==> config.mk <==
export PLATFORM = sky130hd
export DESIGN_NAME = vga_fb_arbiter
export DESIGN_NICKNAME = d
export VERILOG_FILES = /design/src/rtl/vga_fb_pkg.sv /design/src/rtl/vga_fb_clear_seq.sv /design/src/rtl/vga_fb_arbiter.sv
export SDC_FILE = /design/constraint.sdc
export NUM_CORES = 1
export LEC_CHECK = 0
export ABC_CLOCK_PERIOD_IN_PS = 1300
export BUFFER_PORTS_ARGS = -buffer_cell sky130_fd_sc_hd__buf_2
export CAP_MARGIN = 20
export CELL_PAD_IN_SITES_DETAIL_PLACEMENT = 2
export CELL_PAD_IN_SITES_GLOBAL_PLACEMENT = 2
export CORE_UTILIZATION = 20
export DETAILED_ROUTE_END_ITERATION = 7
export GPL_ROUTABILITY_DRIVEN = 0
export GPL_TIMING_DRIVEN = 1
export PLACE_DENSITY = 0.8
export SLEW_MARGIN = 20
export SYNTH_ARGS = -nofsm -noshare
export SYNTH_HDL_FRONTEND = slang
export SYNTH_SLANG_ARGS = --single-unit
==> constraint.sdc <==
create_clock -name pixel_clk -period 1.3 [get_ports pixel_clk]
set_input_delay 0.065 -clock pixel_clk [delete_from_list [all_inputs] [get_ports pixel_clk]]
set_output_delay 0.065 -clock pixel_clk [all_outputs]
set_load 0.02 [all_outputs]
==> src/rtl/vga_fb_pkg.sv <==
// Shared state type and pixel helpers for the frame-buffer arbiter.
`ifndef P_SIZE
`define P_SIZE 19
`endif

package vga_fb_pkg;

  typedef enum logic {CLEAR, RUN} fb_state_t;

  // Helpers work on a widest-case word; callers cast to their real width.
  localparam int MAX_RGB = 16;
  typedef logic [MAX_RGB-1:0]   chan_t;
  typedef logic [3*MAX_RGB-1:0] wpix_t;

  function automatic int pix_w(input int rgb_w);
    return 3 * rgb_w;
  endfunction

  // idx 2 = R (msb), 1 = G, 0 = B
  function automatic chan_t pix_chan(input wpix_t p, input int rgb_w, input int idx);
    wpix_t m;
    m = (wpix_t'(1) << rgb_w) - wpix_t'(1);
    return chan_t'((p >> (idx * rgb_w)) & m);
  endfunction

  function automatic wpix_t pix_pack(input chan_t r, input chan_t g, input chan_t b,
                                     input int rgb_w);
    return (wpix_t'(r) << (2 * rgb_w)) | (wpix_t'(g) << rgb_w) | wpix_t'(b);
  endfunction

endpackage

==> src/rtl/vga_fb_clear_seq.sv <==
// Bring-up sequencer: walks the clear address across the frame buffer,
// then releases vga_sync through a registered vga_start.
`ifndef P_SIZE
`define P_SIZE 19
`endif

module vga_fb_clear_seq
  import vga_fb_pkg::*;
#(
  parameter int NUM_PIXELS = 307200
) (
  input  logic                pixel_clk,
  input  logic                reset,
  output logic                clearing,
  output logic [`P_SIZE-1:0]  clr_addr,
  output logic                vga_start
);

  localparam int AW    = `P_SIZE;
  localparam int CNT_W = $clog2(NUM_PIXELS + 1);

  fb_state_t        state;
  logic [CNT_W-1:0] clr_cnt;

  always_ff @(posedge pixel_clk or posedge reset) begin
    if (reset) begin
      state     <= CLEAR;
      clr_cnt   <= '0;
      vga_start <= 1'b0;
    end else begin
      case (state)
        CLEAR: begin
          clr_cnt <= clr_cnt + 1'b1;
          if (clr_cnt == CNT_W'(NUM_PIXELS - 1)) begin
            state     <= RUN;
            vga_start <= 1'b1;
          end
        end
        default: vga_start <= 1'b1;
      endcase
    end
  end

  assign clearing = (state == CLEAR);
  assign clr_addr = AW'(clr_cnt);

endmodule

==> src/rtl/vga_fb_arbiter.sv <==
// Single-port frame-buffer arbiter: clear at bring-up, then display reads
// win over host accesses; sync/display are delayed to meet the fetched pixel.
`ifndef P_SIZE
`define P_SIZE 19
`endif

module vga_fb_arbiter
  import vga_fb_pkg::*;
#(
  parameter  int                  RGB_WIDTH   = 8,
  parameter  int                  NUM_PIXELS  = 307200,
  localparam int                  PIX_W       = pix_w(RGB_WIDTH),
  parameter  logic [PIX_W-1:0]    CLEAR_VALUE = '0
) (
  input  logic                  pixel_clk,
  input  logic                  reset,
  input  logic                  vga_hsync,
  input  logic                  vga_vsync,
  input  logic                  video_on,
  input  logic [`P_SIZE-1:0]    pixel_addr,
  output logic                  vga_start,
  input  logic                  host_req,
  input  logic                  host_we,
  input  logic [`P_SIZE-1:0]    host_addr,
  input  logic [PIX_W-1:0]      host_wdata,
  output logic                  host_gnt,
  output logic                  host_rvalid,
  output logic [PIX_W-1:0]      host_rdata,
  output logic                  mem_en,
  output logic                  mem_we,
  output logic [`P_SIZE-1:0]    mem_addr,
  output logic [PIX_W-1:0]      mem_wdata,
  input  logic [PIX_W-1:0]      mem_rdata,
  output logic [RGB_WIDTH-1:0]  R,
  output logic [RGB_WIDTH-1:0]  G,
  output logic [RGB_WIDTH-1:0]  B,
  output logic                  HSYNC,
  output logic                  VSYNC,
  output logic                  DISPLAY
);

  localparam int AW = `P_SIZE;

  logic          clearing;
  logic [AW-1:0] clr_addr;

  vga_fb_clear_seq #(.NUM_PIXELS(NUM_PIXELS)) u_clr (
    .pixel_clk (pixel_clk),
    .reset     (reset),
    .clearing  (clearing),
    .clr_addr  (clr_addr),
    .vga_start (vga_start)
  );

  logic             disp_rd, host_rd;
  logic [1:0]       rd_tag;   // {disp_rd, host_rd} owning the data now on mem_rdata
  logic [PIX_W-1:0] rdata_q;

  always_comb begin
    mem_en    = 1'b0;
    mem_we    = 1'b0;
    mem_addr  = '0;
    mem_wdata = '0;
    host_gnt  = 1'b0;
    disp_rd   = 1'b0;
    host_rd   = 1'b0;
    if (clearing) begin
      mem_en    = 1'b1;
      mem_we    = 1'b1;
      mem_addr  = clr_addr;
      mem_wdata = CLEAR_VALUE;
    end else if (video_on) begin
      mem_en   = 1'b1;
      mem_addr = pixel_addr;
      disp_rd  = 1'b1;
    end else if (host_req) begin
      host_gnt  = 1'b1;
      mem_en    = 1'b1;
      mem_we    = host_we;
      mem_addr  = host_addr;
      mem_wdata = host_wdata;
      host_rd   = ~host_we;
    end
  end

  always_ff @(posedge pixel_clk or posedge reset) begin
    if (reset) begin
      rd_tag  <= '0;
      rdata_q <= '0;
      HSYNC   <= 1'b0;
      VSYNC   <= 1'b0;
      DISPLAY <= 1'b0;
    end else begin
      rd_tag  <= {disp_rd, host_rd};
      if (rd_tag[0]) rdata_q <= mem_rdata;
      HSYNC   <= vga_hsync;
      VSYNC   <= vga_vsync;
      DISPLAY <= video_on;
    end
  end

  assign host_rvalid = rd_tag[0];
  assign host_rdata  = rd_tag[0] ? mem_rdata : rdata_q;

  // Tag gate keeps colour dark if a display slot was taken by the clear walk.
  always_comb begin
    R = '0;
    G = '0;
    B = '0;
    if (DISPLAY && rd_tag[1]) begin
      R = RGB_WIDTH'(pix_chan(wpix_t'(mem_rdata), RGB_WIDTH, 2));
      G = RGB_WIDTH'(pix_chan(wpix_t'(mem_rdata), RGB_WIDTH, 1));
      B = RGB_WIDTH'(pix_chan(wpix_t'(mem_rdata), RGB_WIDTH, 0));
    end
  end

endmodule

==> run_results.csv <==
group,metric,value,unit
outcome,status,"complete, but fails checks",
outcome,violations,"negative setup slack",
logic_synthesis,synth_cells,270,
setup_path,reg2reg_from,"u_clr.state",
sta,fin_crit_sh,116,%
placement,place_hpwl,8430,µm
die,initial_utilization,20.5,%
finish,insertedDiodeCount,0,
finish,area_growth,79.2,%
setup_path,path_max_fanout,11,
logic_synthesis,yosys.area_share.xor_xnor,5.80,%
setup_path,critPathRequiredTime,1.24,ns
logic_synthesis,synth_edf_count,0,
routing,drt-initial-drc-count,120,
setup_path,rrSetupSlack,-0.09,ns
global_routing,grt_util_met2,30.8,%
logic_synthesis,synth_compound_area_share,8.66,%
die,dieHeight,119,µm
clock_tree,tritoncts,"done",
clock_tree,clock_path_buffers,2,
setup_path,crit_path_top_delay_cell,"dfrtp_2",
clock_tree,cts-buffers-inserted,5,
setup_path,crit_chain,"buf_4 > buf_6 > a21oi_1 > buf_4",
logic_synthesis,synth_top_area_share,46.0,%
die,die_x,119,µm
min_path,min_from,"mem_rdata[20]",
routing,vias,3045,
clock_tree,clk_latency,0.29,ns
power_and_ir_drop,cellLeakagePower,2.67,nW
flow_run,cap_viol_max_count,0,
die,core,13200,µm²
logic_synthesis,ys_seq_elements,50,
sta,slew_headroom,75.0,%
sta,hold_slack,0.0406,ns
routing,wl,12100,µm
sta,fin_skew,0.00827,ns
logic_synthesis,synth_area_leaders,"dfrtp_1 (46%), and3_1 (12%), mux2_2 (10%), a22oi_1 (5.0%), xnor2_1 (4.8%)",
sta,hold_viol,0,
global_routing,busiest_layer,"met2",
power_and_ir_drop,ir_drop,464,µV
logic_synthesis,muxShareOfSynthArea,10.4,%
setup_path,crit_path_end_kind,"output pin",
sta,finalSetupViolations,98,
routing,routedWlPerCell,18.2,µm
sta,slew_viol_final,0,
routing,ant_nets,0,
clock_tree,path_clk_slew,0.07,ns
logic_synthesis,yosysSeqAreaShare,46.0,%
logic_synthesis,yosysTopAreaCell,"dfrtp_1",
finish,seq_area,1260,µm²
global_routing,antenna_found_initial,1,
routing,drc,0,
global_routing,grtUsageTotal,15.7,%
logic_synthesis,syn_nets,364,
logic_synthesis,yosys.area_share.adder,0.460,%
routing,drt_pass1_iterations,4,
logic_synthesis,synth_area,2720,µm²
sta,tns,-8.60,ns
setup_path,crit_path_start,"u_clr.state",
logic_synthesis,yosysWarningCount,0,
finish,multiInputGateArea,1550,µm²
logic_synthesis,yosysUniqueCellTypes,28,
die,die-area,14100,µm²
setup_path,crit_top_cell,"buf_4",
clock_tree,cts_sinks,50,
finish,num-nets-final,585,
global_routing,grt_pass1_wl,17500,µm
logic_synthesis,synthArstFlopShare,100,%
power_and_ir_drop,power_density,668,nW/µm²
finish,drive_above_1_share,64.2,%
clock_tree,clockRootBuffer,"clkbuf_16",
logic_synthesis,synth-simple-area-share,24.4,%
routing,post_drt_via_cell_ratio,4.56,
sta,rsz0062_at_grt,"true",
global_routing,grt-ovfl-total,0,
global_routing,first_global_vias,3251,
die,io_pins,192,
logic_synthesis,synth.avg_cell_area,10.1,µm²
finish,fin_util,36.8,%
setup_path,cp.arrival,1.44,ns
global_routing,grt_max_degree,48,
sta,finalCriticalPeriod,1.51,ns
setup_path,critPathBufInv,3,
global_routing,grtUsageMet3,3.23,%
sta,tightestPinTransition,0.375,ns
setup_path,path_delay_family,"flip-flops",
logic_synthesis,synthFlopType,"dfrtp_1",
finish,n_fill_cell,1466,
min_path,holdCritPathClass,"primary input to flip-flop",
setup_path,slowest_delay,0.49,ns
sta,fmax,0.664,GHz
logic_synthesis,synth_most_common_cell,"and3_1",
global_routing,met1_usage,17.3,%
logic_synthesis,synth_top_family_by_area,"simple AND/OR/NAND/NOR gates",
logic_synthesis,synth_commonest_cells,"and3_1 (51), dfrtp_1 (50), mux2_2 (25)",
die,fp-row-count,42,
placement,portBuffers,191,
setup_path,path_class,"flip-flop to output pin",
clock_tree,cts_htree_levels,2,
setup_path,startpoint_type,"flip-flop",
sta,finalWorstSetupSlack,-0.206,ns
[final cells by class]
class / count / area share, %
repair buffers: 237 / 34.4
multi-input cells: 195 / 31.9
flip-flops and latches: 50 / 25.9
well taps: 176 / 4.52
clock buffers: 5 / 2.57
clock inverters: 3 / 0.514
inverters: 2 / 0.231
[metrics by stage]
step	worst slack, ns	area [µm²]	power [mW]	cells
after global placement	0.00320	4010	1.87	639
after floorplan	-0.00137	2730	1.68	270
after CTS	-0.172	4460	3.28	655
after detailed placement	-0.112	4010	1.89	639
final	-0.206	4870	3.25	668
after global routing	-0.250	4870	3.42	668
[worst paths after layout]
| check | endpoint | depth (start not counted) |
|---|---|---|
| setup / recovery | mem_addr[5] | 4 |
| hold / removal | rdata_q[20] | 2 |
| setup reg to reg | u_clr.clr_addr[17] | 6 |
| hold reg to reg | u_clr.vga_start | 2 |
| max in group asynchronous | DISPLAY | 4 |
| min in group asynchronous | u_clr.clr_addr[16] | 4 |
[routing by layer]
layer / wire length [µm] / share of wire (%) / vias to the layer above
met1: 4590 / 38 / 1526
met5: 0 / 0 / -
li1: - / - / 1396
met3: 623 / 5.1 / 10
met4: 111 / 0.91 / 0
met2: 6810 / 56 / 113
[state kept, by name, indices dropped and copies added (netlist names)]
register	flops
DISPLAY	1
HSYNC	1
VSYNC	1
rd_tag	2
rdata_q	24
u_clr.clr_addr	19
u_clr.state	1
u_clr.vga_start	1
[cells in the final DEF (no fill, tap or decap), types with 2 or more instances in the layout]
master	synthesis	routed
a21oi_1	20	15
a21oi_2	0	5
a22oi_1	18	18
and3_1	51	42
and3_4	0	9
buf_12	0	7
buf_2	5	133
buf_4	0	69
buf_6	2	21
clkbuf_16	0	8
clkinvlp_4	0	2
dfrtp_1	50	41
dfrtp_2	0	9
dlygate4sd3_1	0	4
mux2_2	25	24
nand2_1	13	8
nand2_2	0	3
nand2_4	0	2
nand2b_1	2	2
nand3_1	6	2
nand3_2	2	4
nand3_4	0	2
nand4_1	2	2
nor2_1	24	22
nor2_2	0	2
nor2b_4	1	2
xnor2_1	15	12
xnor2_2	0	3
xor2_1	3	2
[power by group]
| group | switching [mW] | total (mW) | internal (mW) |
|---|---|---|---|
| logic | 0.163 | 0.330 | 0.167 |
| registers | 0.00512 | 1.56 | 1.56 |
| clock network | 0.635 | 1.36 | 0.725 |
| total | 0.803 | 3.25 | 2.45 |
[cell families after synthesis]
kind of cell / after synthesis
simple gates: 113
flops: 50
compound gates: 38
buf+inv: 25
mux: 25
xor+xnor: 18
fa+ha+maj: 1
[repair_timing]
action	4_1_cts	5_1_grt
endpoints found under the setup margin	79	88
hold endpoints to repair	53	0
setup buffers	4	9
pin swaps	4	14
hold buffers	4	0
resized for setup	74	63
gates cloned	0	5
(Power assumes the default switching activity.)
